[src/rtl/stack_context_sequencer.sv]
// Register-file <-> stack transfer sequencer for one PLC core.
// Runs PUSH/POP (one register) and SAVE/RESTORE (whole context) commands,
// one stack transfer per cycle, aborting on a full or empty stack.
module stack_context_sequencer #(
  parameter int MemorySize = 2,
  parameter int AddrBits   = 4
) (
  input  logic                  CLK,
  input  logic                  CPU_Reset,
  input  logic                  cmd_valid,
  output logic                  cmd_ready,
  input  logic [1:0]            cmd_op,
  input  logic [AddrBits-1:0]   cmd_reg,
  input  logic                  FIFO_EmptySignal,
  input  logic                  FIFO_FullSignal,
  output logic                  FIFO_WR,
  output logic                  FIFO_RD,
  output logic                  FIFO_PUSH_REG,
  output logic                  FIFO_EN,
  output logic                  REGISTERS_WE,
  output logic [AddrBits-1:0]   REGISTERS_ADDR,
  output logic                  done,
  output logic                  err_overflow,
  output logic                  err_underflow,
  output logic [MemorySize:0]   xfer_count
);

  localparam int RegCount = 2 ** MemorySize;

  typedef enum logic [1:0] {
    S_IDLE,
    S_RUN,
    S_DONE
  } state_t;

  state_t                state, state_nxt;
  logic [1:0]            op, op_nxt;
  logic [MemorySize-1:0] cur, cur_nxt;
  logic [MemorySize:0]   remain, remain_nxt;
  logic [MemorySize:0]   xfer, xfer_nxt;
  logic                  ovf, ovf_nxt;
  logic                  unf, unf_nxt;
  logic                  push_op;
  logic                  blocked;

  // Only the low MemorySize bits of cmd_reg address a real register.
  logic cmd_reg_unused;
  assign cmd_reg_unused = ^cmd_reg[AddrBits-1:MemorySize];

  assign err_overflow  = ovf;
  assign err_underflow = unf;
  assign xfer_count    = xfer;

  // State and command context registers.
  always_ff @(posedge CLK) begin
    if (CPU_Reset) begin
      state  <= S_IDLE;
      op     <= '0;
      cur    <= '0;
      remain <= '0;
      xfer   <= '0;
      ovf    <= 1'b0;
      unf    <= 1'b0;
    end else begin
      state  <= state_nxt;
      op     <= op_nxt;
      cur    <= cur_nxt;
      remain <= remain_nxt;
      xfer   <= xfer_nxt;
      ovf    <= ovf_nxt;
      unf    <= unf_nxt;
    end
  end

  // Next-state and strobe decode; strobes depend only on registered state
  // and the stack full/empty flags.
  always_comb begin
    state_nxt      = state;
    op_nxt         = op;
    cur_nxt        = cur;
    remain_nxt     = remain;
    xfer_nxt       = xfer;
    ovf_nxt        = ovf;
    unf_nxt        = unf;
    cmd_ready      = 1'b0;
    done           = 1'b0;
    FIFO_WR        = 1'b0;
    FIFO_RD        = 1'b0;
    FIFO_PUSH_REG  = 1'b0;
    FIFO_EN        = 1'b0;
    REGISTERS_WE   = 1'b0;
    REGISTERS_ADDR = '0;
    push_op        = ~op[0];
    blocked        = push_op ? FIFO_FullSignal : FIFO_EmptySignal;

    case (state)
      S_IDLE: begin
        cmd_ready = 1'b1;
        if (cmd_valid) begin
          op_nxt    = cmd_op;
          xfer_nxt  = '0;
          ovf_nxt   = 1'b0;
          unf_nxt   = 1'b0;
          state_nxt = S_RUN;
          case (cmd_op)
            2'b10: begin
              cur_nxt    = '0;
              remain_nxt = (MemorySize+1)'(RegCount);
            end
            2'b11: begin
              cur_nxt    = '1;
              remain_nxt = (MemorySize+1)'(RegCount);
            end
            default: begin
              cur_nxt    = cmd_reg[MemorySize-1:0];
              remain_nxt = (MemorySize+1)'(1);
            end
          endcase
        end
      end

      S_RUN: begin
        if (blocked) begin
          if (push_op) ovf_nxt = 1'b1;
          else         unf_nxt = 1'b1;
          state_nxt = S_DONE;
        end else begin
          REGISTERS_ADDR = AddrBits'(cur);
          if (push_op) begin
            FIFO_WR       = 1'b1;
            FIFO_PUSH_REG = 1'b1;
            if (op[1]) cur_nxt = cur + MemorySize'(1);
          end else begin
            FIFO_RD      = 1'b1;
            FIFO_EN      = 1'b1;
            REGISTERS_WE = 1'b1;
            if (op[1]) cur_nxt = cur - MemorySize'(1);
          end
          xfer_nxt   = xfer + (MemorySize+1)'(1);
          remain_nxt = remain - (MemorySize+1)'(1);
          if (remain == (MemorySize+1)'(1)) state_nxt = S_DONE;
        end
      end

      S_DONE: begin
        done      = 1'b1;
        state_nxt = S_IDLE;
      end

      default: state_nxt = S_IDLE;
    endcase
  end

endmodule

[config.mk]
export PLATFORM = sky130hd
export DESIGN_NAME = stack_context_sequencer
export DESIGN_NICKNAME = d
export VERILOG_FILES = /design/src/rtl/stack_context_sequencer.sv
export SDC_FILE = /design/constraint.sdc
export NUM_CORES = 1
export LEC_CHECK = 0
export CAP_MARGIN = 20
export CELL_PAD_IN_SITES_DETAIL_PLACEMENT = 0
export CELL_PAD_IN_SITES_GLOBAL_PLACEMENT = 1
export CORE_MARGIN = 10
export CORE_UTILIZATION = 29
export DETAILED_ROUTE_END_ITERATION = 16
export PLACE_DENSITY = 0.8
export RECOVER_POWER = 50
export SYNTH_ARGS = -nofsm -noshare
export SYNTH_HDL_FRONTEND = slang
export SYNTH_SLANG_ARGS = --single-unit
[constraint.sdc]
create_clock -name CLK -period 1.45 [get_ports CLK]
set_clock_uncertainty 0.1 [all_clocks]
set_input_delay 0.29 -clock CLK [delete_from_list [all_inputs] [get_ports CLK]]
set_output_delay 0.29 -clock CLK [all_outputs]
set_load 0.01 [all_outputs]
==> results.cfg, run 1 <==
[clock_network]
insertion_delay_ns = 0.28
numClockSinks = 14
cts_tree = done
clockBufferDepth = 2
cts_htree_levels = 1
cts.clk_slew.worst_paths_ns = 0.08
root_buffer = clkbuf_4
cts_buffers = 3

[grt]
overflow = 0
first_global_vias = 854
grt_start_max_net_pins = 18
grtUsageTotal_pct = 8.44
grt_first_pass_wirelength_mm = 3.81
antenna_found_initial = 0

[timing]
fin_setup_tns_ns = -0.744
hold_viol = 0
fin_ws_ns = -0.143
fin_crit_ns = 1.59
fmax_mhz = 628
rsz0062_at_grt = true
drv_slew = 0
report.final.setup_viol = 11
post-route-period-util_pct = 110

[critical_path]
path_buf_inv = 1
cp_slowest_cell = dfxtp_4
startpoint_type = register
arrival_ns = 1.20
crit_required_ns = 1.06
timing_worst_setup_path_type = reg -> out
cp-end-kind = primary output
r2r-start = op[0]
max_stage_delay_ns = 0.38
path_max_fanout = 3
crit_chain = mux2i_4, and3_4, buf_6
cp-startpoint = op[0]
critPathTopFamily = flip-flops

[power_and_ir_drop]
p_leak_nw = 0.564
ir_worst_vdd_mv = 0.426
powerDensity_mw_per_mm2 = 778

[place]
io_buffer_count = 22
place_inst = 156
dpl-instance-area_mm2 = 0.00118
hpwl_mm = 1.61
place_congestion = 0.772
pre_cts_slack_ns = -0.621

[yosys]
synth_top_area_share_pct = 34.0
synthTopCellsByCount = 14 x dfxtp_1, 11 x nand2_1, 10 x nor2_1
ys_seq_area_share_pct = 34.0
synthTopCellsByArea = dfxtp_1 34%, nand2_1 5.0%, buf_4 4.6%
ys_types = 37
avgSynthCellArea_um2 = 8.87
netlist_area_um2 = 825
syn_inst = 93
synth_top_area_cell = dfxtp_1
synth_warnings = 0
ys_ff_latch = 14
synthFlopType = dfxtp_1
yosysMostFrequentCell = dfxtp_1
synthArstFlopShare_pct = 0
synth-edff-count = 0

[drt]
drc = 0
totalWireLength_mm = 2.19
postRouteAntennaNets = 0
dr.pass1.iters = 4
routed_via_density = 4.75
wl_per_cell_um = 13.4
vias = 779
drt_iter0_drc = 19

[cells_and_area]
fin_cells = 164
layout-drive-gt1-share_pct = 44.4
n_antenna_cell = 0
syn_to_final_growth_pct = 61.6
num-fill-cells = 251
nNetsFinal = 148
fin_area_mm2 = 0.00133

[die]
rows = 19
design.die.area_mm2 = 0.00538
initial_core_util_pct = 30.2
die_x_um = 73.3
die_h_um = 73.3
io_pins = 27
core_area_mm2 = 0.00273

[run_status]
violations = negative setup slack
status = finished with violations

[run]
drv_cap = 0

[worst_hold_path]
hold_path.class = reg -> reg
hp-start = op[1]
## logic make-up (layout without fill, tap and decap cells)
group	Yosys count	in the layout	synth area share, %
AOI/OAI and AO/OA	24	24	23.5
xor gates and xnor gates	2	2	2.12
adders and majority gates	3	3	4.55
buffers and inverters	14	53	11.4
DFF	14	14	34.0
muxes	3	3	5.16
other	1	2	0.455
and+or+nand+nor	32	32	18.8
## flip-flops by register name (all words and copies together) (netlist names)
signal / count
cur: 2
err_overflow: 1
err_underflow: 1
op: 2
remain: 3
state: 2
xfer_count: 3
## worst paths after layout
check | slack [ns] | cells past startpoint | to
max | -0.14 | 3 | REGISTERS_ADDR[1]
min | 0.38 | 2 | op[1]
max reg2reg | -0.01 | 6 | xfer_count[1]
min reg2reg | 0.38 | 2 | op[1]
## metal layers
layer  share of wire, %  wire length [um]  up-vias  GRT usage, %
met3                7.0               154        4          2.15
met2                 46              1010       23          14.2
met1                 45               982      358          9.78
met5                  0                 0        -             0
met4                1.8                40        0          3.73
li1                   -                 -      394             -
## stage by stage
step	power, mW	utilization, %	hold slack, ns
floorplan	0.597	-	0.326
global placement	0.720	43.1	0.356
detailed placement	0.725	43.1	0.368
CTS	1.03	45.9	0.378
global route	1.08	48.7	0.409
finish	1.04	48.7	0.380
## tightest hold or removal path: stages, from the launching register on
cell,delay (ns)
dfxtp_1,0.33
nand2_1,0.06
a21oi_1,0.05
## cell type report
class                           count  area, um2  share of cell area, %
Sequential cell                    14        287                   21.5
Timing Repair Buffer               45        399                   30.0
Tap cell                           31       38.8                   2.91
Clock buffer                        4       36.3                   2.72
Multi-Input combinational cell     66        557                   41.8
Inverter                            4       15.0                   1.13
## where the power goes
group | switching (mW) | internal, mW | total (mW)
registers | 0.0172 | 0.409 | 0.426
logic | 0.157 | 0.169 | 0.326
clock network | 0.131 | 0.153 | 0.284
total | 0.306 | 0.731 | 1.04
## placed cells by master, fill, tap and decap left out, drive strengths merged
cell type / instances
clkbuf: 4
nor3b: 1
nor3: 1
a32oi: 1
a211o: 1
nand3: 1
nand2: 11
dlygate4sd2: 7
and3: 2
clkdlybuf4s50: 6
nand3b: 1
buf: 32
inv: 4
o31ai: 1
a2111oi: 1
and2: 1
o21a: 1
a21o: 1
o21ai: 3
a31oi: 2
nor2b: 3
a211oi: 3
a311oi: 1
ha: 3
a22oi: 1
a221oi: 1
conb: 2
nor2: 10
xnor2: 2
nand2b: 1
mux2i: 3
a21oi: 7
dfxtp: 14
## repair_timing
item / CTS / global route
endpoints found under the setup margin: 23 / 18
pin swaps: 8 / 6
hold buffers: 0 / 0
gates resized for setup: 60 / 13
setup buffers: 4 / 1
cloned: 0 / 0
Power figures use the tool's default switching activity.
==> run 2, diff against run 1 <==
--- a/config.mk
+++ b/config.mk
@@ -13,6 +13,7 @@
 export DETAILED_ROUTE_END_ITERATION = 16
 export PLACE_DENSITY = 0.8
 export RECOVER_POWER = 50
+export SETUP_SLACK_MARGIN = 0.1
 export SYNTH_ARGS = -nofsm -noshare
 export SYNTH_HDL_FRONTEND = slang
 export SYNTH_SLANG_ARGS = --single-unit
==> run 2 against run 1 <==
- the flow still finishes with violations (negative setup slack)
- non-clock buffer count increased by 2
- die area is the same
- via count increased by 2.6%
- sequential share of layout area is 0.46 points lower
- routed wire length grew 5.1%
- count of clock-buffer cells in the layout is 1 lower
- design area rose by 2.6%
- first-iteration DRC count rose by 68%
- largest cell class unchanged
- largest power group unchanged
- worst setup slack improved by 0.0082 ns
==> results.cfg, run 2 (same netlist as run 1, synthesis figures left out) <==
[run_status]
status = finished with violations
violations = negative setup slack

[critical_path]
crit_required_ns = 1.06
r2r-start = op[0]
startpoint_type = register
arrival_ns = 1.19
path_buf_inv = 1
r2r_setup_slack_ns = -0.09
max_stage_delay_ns = 0.38
ff2ff_path_depth = 6
timing_worst_setup_path_type = reg -> out
path_max_fanout = 3
cp-end-kind = primary output
worst-path-stages = 3
timing.rr.end = remain[0]
cp_slowest_cell = dfxtp_4
critPathTopFamily = flip-flops
crit_chain = mux2i_4, and3_1, buf_2

[drt]
drc = 0
routed_via_density = 4.84
wl_per_cell_um = 14.0
drt_iter0_drc = 32
postRouteAntennaNets = 0
totalWireLength_mm = 2.30
dr.pass1.iters = 4
vias = 799

[power_and_ir_drop]
p_leak_nw = 0.581
powerDensity_mw_per_mm2 = 747
switchingPower_mw = 0.319
total_power_mw = 1.02
p_int_mw = 0.703
pwr-share-seq_pct = 41.8
power.share.switching_pct = 31.2
power.share.clock_pct = 21.9
p_comb_share_pct = 36.2
ir_worst_vdd_mv = 0.383

[clock_network]
cts_buffers = 3
cts.clk_slew.worst_paths_ns = 0.08
cts_htree_levels = 1
clockBufferDepth = 2
insertion_delay_ns = 0.28
ctsHoldBuffers = 0
root_buffer = clkbuf_4
cts_tree = done
numClockSinks = 14

[timing]
whs_ns = 0.359
fin_ws_ns = -0.134
fin_crit_ns = 1.58
report.final.setup_viol = 15
fmax_mhz = 631
drv_slew = 0
post-route-period-util_pct = 109
fin_setup_tns_ns = -1.09
hold_viol = 0
rsz0062_at_grt = true

[grt]
first_global_vias = 830
globalRouteMet2Util_pct = 14.8
grt.met3_usage_pct = 3.77
grtUsageTotal_pct = 9.04
overflow = 0
grt_start_max_net_pins = 18
met1_usage_pct = 9.00
grt_first_pass_wirelength_mm = 3.79
grt.busiest_layer = met2
antenna_found_initial = 0

[die]
io_pins = 27
die_x_um = 73.3
design.die.area_mm2 = 0.00538
die_h_um = 73.3
rows = 19
core_area_mm2 = 0.00273
initial_core_util_pct = 30.2

[cells_and_area]
n_antenna_cell = 0
syn_to_final_growth_pct = 65.9
layout_commonest_cell = buf_4
layout-drive-gt1-share_pct = 47.8
nNetsFinal = 150
num-fill-cells = 242
layout_common_cells = 15 x buf_4, 14 x buf_6, 10 x dfxtp_1
seq_area_um2 = 288
multi_input_area_um2 = 569

[place]
pre_cts_slack_ns = -0.594
place_congestion = 0.804
hpwl_mm = 1.68
io_buffer_count = 22

[worst_hold_path]
hold_depth = 1
hold_path.class = reg -> reg
worstHoldEndpoint = xfer_count[0]
hp-start = xfer_count[0]

[run]
drv_cap = 0
[run 2: changes by cell type in the layout (fill, tap and decap cells not counted), moves of 2 or more]
| cell | previous run | this run |
|---|---|---|
| nand2_1 | 10 | 7 |
| clkdlybuf4s15_1 | 0 | 2 |
| nor2_4 | 1 | 3 |
| dlygate4sd2_1 | 7 | 5 |
| a21oi_1 | 5 | 3 |
| nand2_2 | 1 | 3 |
| and3_1 | 0 | 2 |
| a21oi_2 | 2 | 4 |
| buf_6 | 10 | 14 |
| and3_4 | 2 | 0 |
[run 2: worst max-delay path by stage]
stage / startpoint / endpoint / slack [ns]
finish: op[0] / REGISTERS_ADDR[1] / -0.13
global route: state[0] / REGISTERS_ADDR[0] / -0.21
CTS: op[0] / REGISTERS_ADDR[1] / -0.15
detailed placement: FIFO_FullSignal / FIFO_PUSH_REG / -0.59
global placement: FIFO_FullSignal / REGISTERS_ADDR[1] / -0.59
floorplan: state[1] / cur[0] / -0.01
[run 2: cell type report]
class                      count  area share [%]
sequential                    14            21.0
timing repair buffer          47            31.7
tap                           31            2.84
multi-input combinational     66            41.6
clock buffer                   3            1.65
inverter                       4            1.10
[run 2: power groups by stage]
| stage | Sequential (mW) | Combinational (mW) | Clock, mW |
|---|---|---|---|
| final | 0.428 | 0.370 | 0.224 |
| after global routing | 0.433 | 0.399 | 0.263 |
| after CTS | 0.426 | 0.325 | 0.232 |
| after detailed placement | 0.434 | 0.291 | 0 |
| after global placement | 0.433 | 0.285 | 0 |
| after floorplan | 0.438 | 0.159 | 0 |
[run 2: per-stage QoR]
step / cells / area [um2] / utilization, %
2_1_floorplan: 94 / 843 / -
4_1_cts: 164 / 1250 / 45.8
5_1_grt: 165 / 1370 / 50.0
3_5_place_dp: 155 / 1170 / 42.8
3_3_place_gp: 155 / 1170 / 42.8
6_report: 165 / 1370 / 50.0
[run 2: worst reg2reg max path, delay by kind of cell, from the launching register on]
kind / cells / cell delay, ns
AOI/OAI and AO/OA: 2 / 0.38
and+or+nand+nor: 1 / 0.18
buffers and inverters: 2 / 0.27
muxes: 1 / 0.19
DFF: 1 / 0.37
[run 2: repair_timing]
action                                  4_1_cts  5_1_grt
endpoints found under the setup margin       25       24
pin swaps                                     6        9
gates resized for setup                      60       24
buffers inserted                              6        1
[run 2: layer usage]
metal	part of all wire [%]	vias up
met5	0	-
met4	2.7	0
met3	7.7	6
met2	50	23
met1	39	368
li1	-	402
==> run 3, diff against run 2 <==
--- a/config.mk
+++ b/config.mk
@@ -13,7 +13,9 @@
 export DETAILED_ROUTE_END_ITERATION = 16
 export PLACE_DENSITY = 0.8
 export RECOVER_POWER = 50
+export REMOVE_ABC_BUFFERS = 1
 export SETUP_SLACK_MARGIN = 0.1
 export SYNTH_ARGS = -nofsm -noshare
 export SYNTH_HDL_FRONTEND = slang
 export SYNTH_SLANG_ARGS = --single-unit
+export TNS_END_PERCENT = 100
==> run 3 against run 2 <==
- first-iteration DRC count is 34% lower
- final cell count down 0.61%
- power shrank 1.2%
- the run still ends with negative setup slack left
==> results.cfg, run 3 (same netlist as run 1, synthesis figures left out) <==
[run_status]
status = finished with violations
violations = negative setup slack

[grt]
grtUsageTotal_pct = 8.40
met1_usage_pct = 9.96
grt.busiest_layer = met2
first_global_vias = 788
overflow = 0
grt_start_max_net_pins = 18
grt_first_pass_wirelength_mm = 3.66
globalRouteMet2Util_pct = 13.3
grt.met3_usage_pct = 4.17
antenna_found_initial = 0

[timing]
drv_slew = 0
fin_crit_ns = 1.59
fin_ws_ns = -0.141
hold_viol = 0
report.final.setup_viol = 11
post-route-period-util_pct = 110
rsz0062_at_grt = true
fmax_mhz = 628

[worst_hold_path]
hold_path.class = reg -> reg
hp-start = err_underflow

[die]
initial_core_util_pct = 30.2
design.die.area_mm2 = 0.00538
die_x_um = 73.3
die_h_um = 73.3
io_pins = 27
core_area_mm2 = 0.00273
rows = 19

[clock_network]
root_buffer = clkbuf_4
cts_htree_levels = 1
cts_buffers = 3
ctsHoldBuffers = 0
cts_tree = done
numClockSinks = 14
clockBufferDepth = 2
cts.clk_slew.worst_paths_ns = 0.08
insertion_delay_ns = 0.28

[critical_path]
cp-startpoint = op[0]
r2r_setup_slack_ns = -0.05
startpoint_type = register
cp_slowest_cell = dfxtp_4
cp-end-kind = primary output
crit_required_ns = 1.06
path_buf_inv = 1
max_stage_delay_ns = 0.37
r2r-start = state[0]
crit_chain = mux2i_4, and3_4, buf_6
critPathTopFamily = flip-flops
timing_worst_setup_path_type = reg -> out
path_max_fanout = 3
arrival_ns = 1.20

[drt]
drc = 0
wl_per_cell_um = 14.3
postRouteAntennaNets = 0
routed_via_density = 4.87
totalWireLength_mm = 2.34
dr.pass1.iters = 5
vias = 798
drt_iter0_drc = 21

[cells_and_area]
fin_area_mm2 = 0.00132
fin_cells = 164
fin_util_pct = 48.3
layout_common_cells = 17 x buf_4, 11 x dfxtp_1, 8 x nand2_1
syn_to_final_growth_pct = 60.1
nNetsFinal = 149
layout-drive-gt1-share_pct = 46.6
num-fill-cells = 264
layout_commonest_cell = buf_4
n_antenna_cell = 0

[place]
dpl-instance-area_mm2 = 0.00116
place_congestion = 0.780
place_inst = 156
io_buffer_count = 22
pre_cts_slack_ns = -0.629
hpwl_mm = 1.67

[power_and_ir_drop]
total_power_mw = 1.01
ir_worst_vdd_mv = 0.614
powerDensity_mw_per_mm2 = 765
p_leak_nw = 0.567

[run]
drv_cap = 0
## run 3: changes by cell type in the layout (fill, tap and decap cells not counted), sizes merged
cell	before	now
clkbuf	3	4
dlygate4sd2	5	4
buf	34	33
## run 3: repair_timing
action,in CTS,in global routing
setup buffers,3,3
pin swaps,7,10
endpoints found under the setup margin,23,22
resized for setup,64,19
## run 3: path summary, 6_finish.rpt
kind                                          end  cells after the start
worst max-delay path            REGISTERS_ADDR[1]                      3
worst min-delay path                err_underflow                      2
worst max register to register      xfer_count[2]                      7
worst min register to register      err_underflow                      2
## run 3: report_power, final
part           internal, mW  total [mW]  switching, mW
logic                 0.192       0.361          0.170
clock network        0.0964       0.221          0.124
registers             0.409       0.428         0.0191
total                 0.697        1.01          0.313
## run 3: per-layer routing
| layer | vias up | routed length (um) |
|---|---|---|
| li1 | 395 | - |
| met4 | 0 | 8 |
| met2 | 27 | 1120 |
| met5 | - | 0 |
| met3 | 2 | 215 |
| met1 | 374 | 1000 |
## run 3: tightest hold or removal path, stage by stage (launching register included)
cell and delay [ns]:
dfxtp_1 0.33, a32oi_1 0.05, nor2_1 0.08
## run 3: layout make-up
type | instances | area (um2) | area share [%]
inverters | 4 | 15.0 | 1.14
multi-input cells | 66 | 561 | 42.5
flip-flops and latches | 14 | 287 | 21.7
clock buffers | 3 | 22.5 | 1.71
well taps | 31 | 38.8 | 2.94
repair buffers | 46 | 397 | 30.0
## run 3: through the flow
stage                     TNS [ns]  hold slack, ns
after floorplan              -1.34           0.252
after global placement       -6.91           0.368
after detailed placement     -7.49           0.372
after CTS                   -0.636           0.406
after global routing         -1.82           0.445
final                       -0.752           0.393
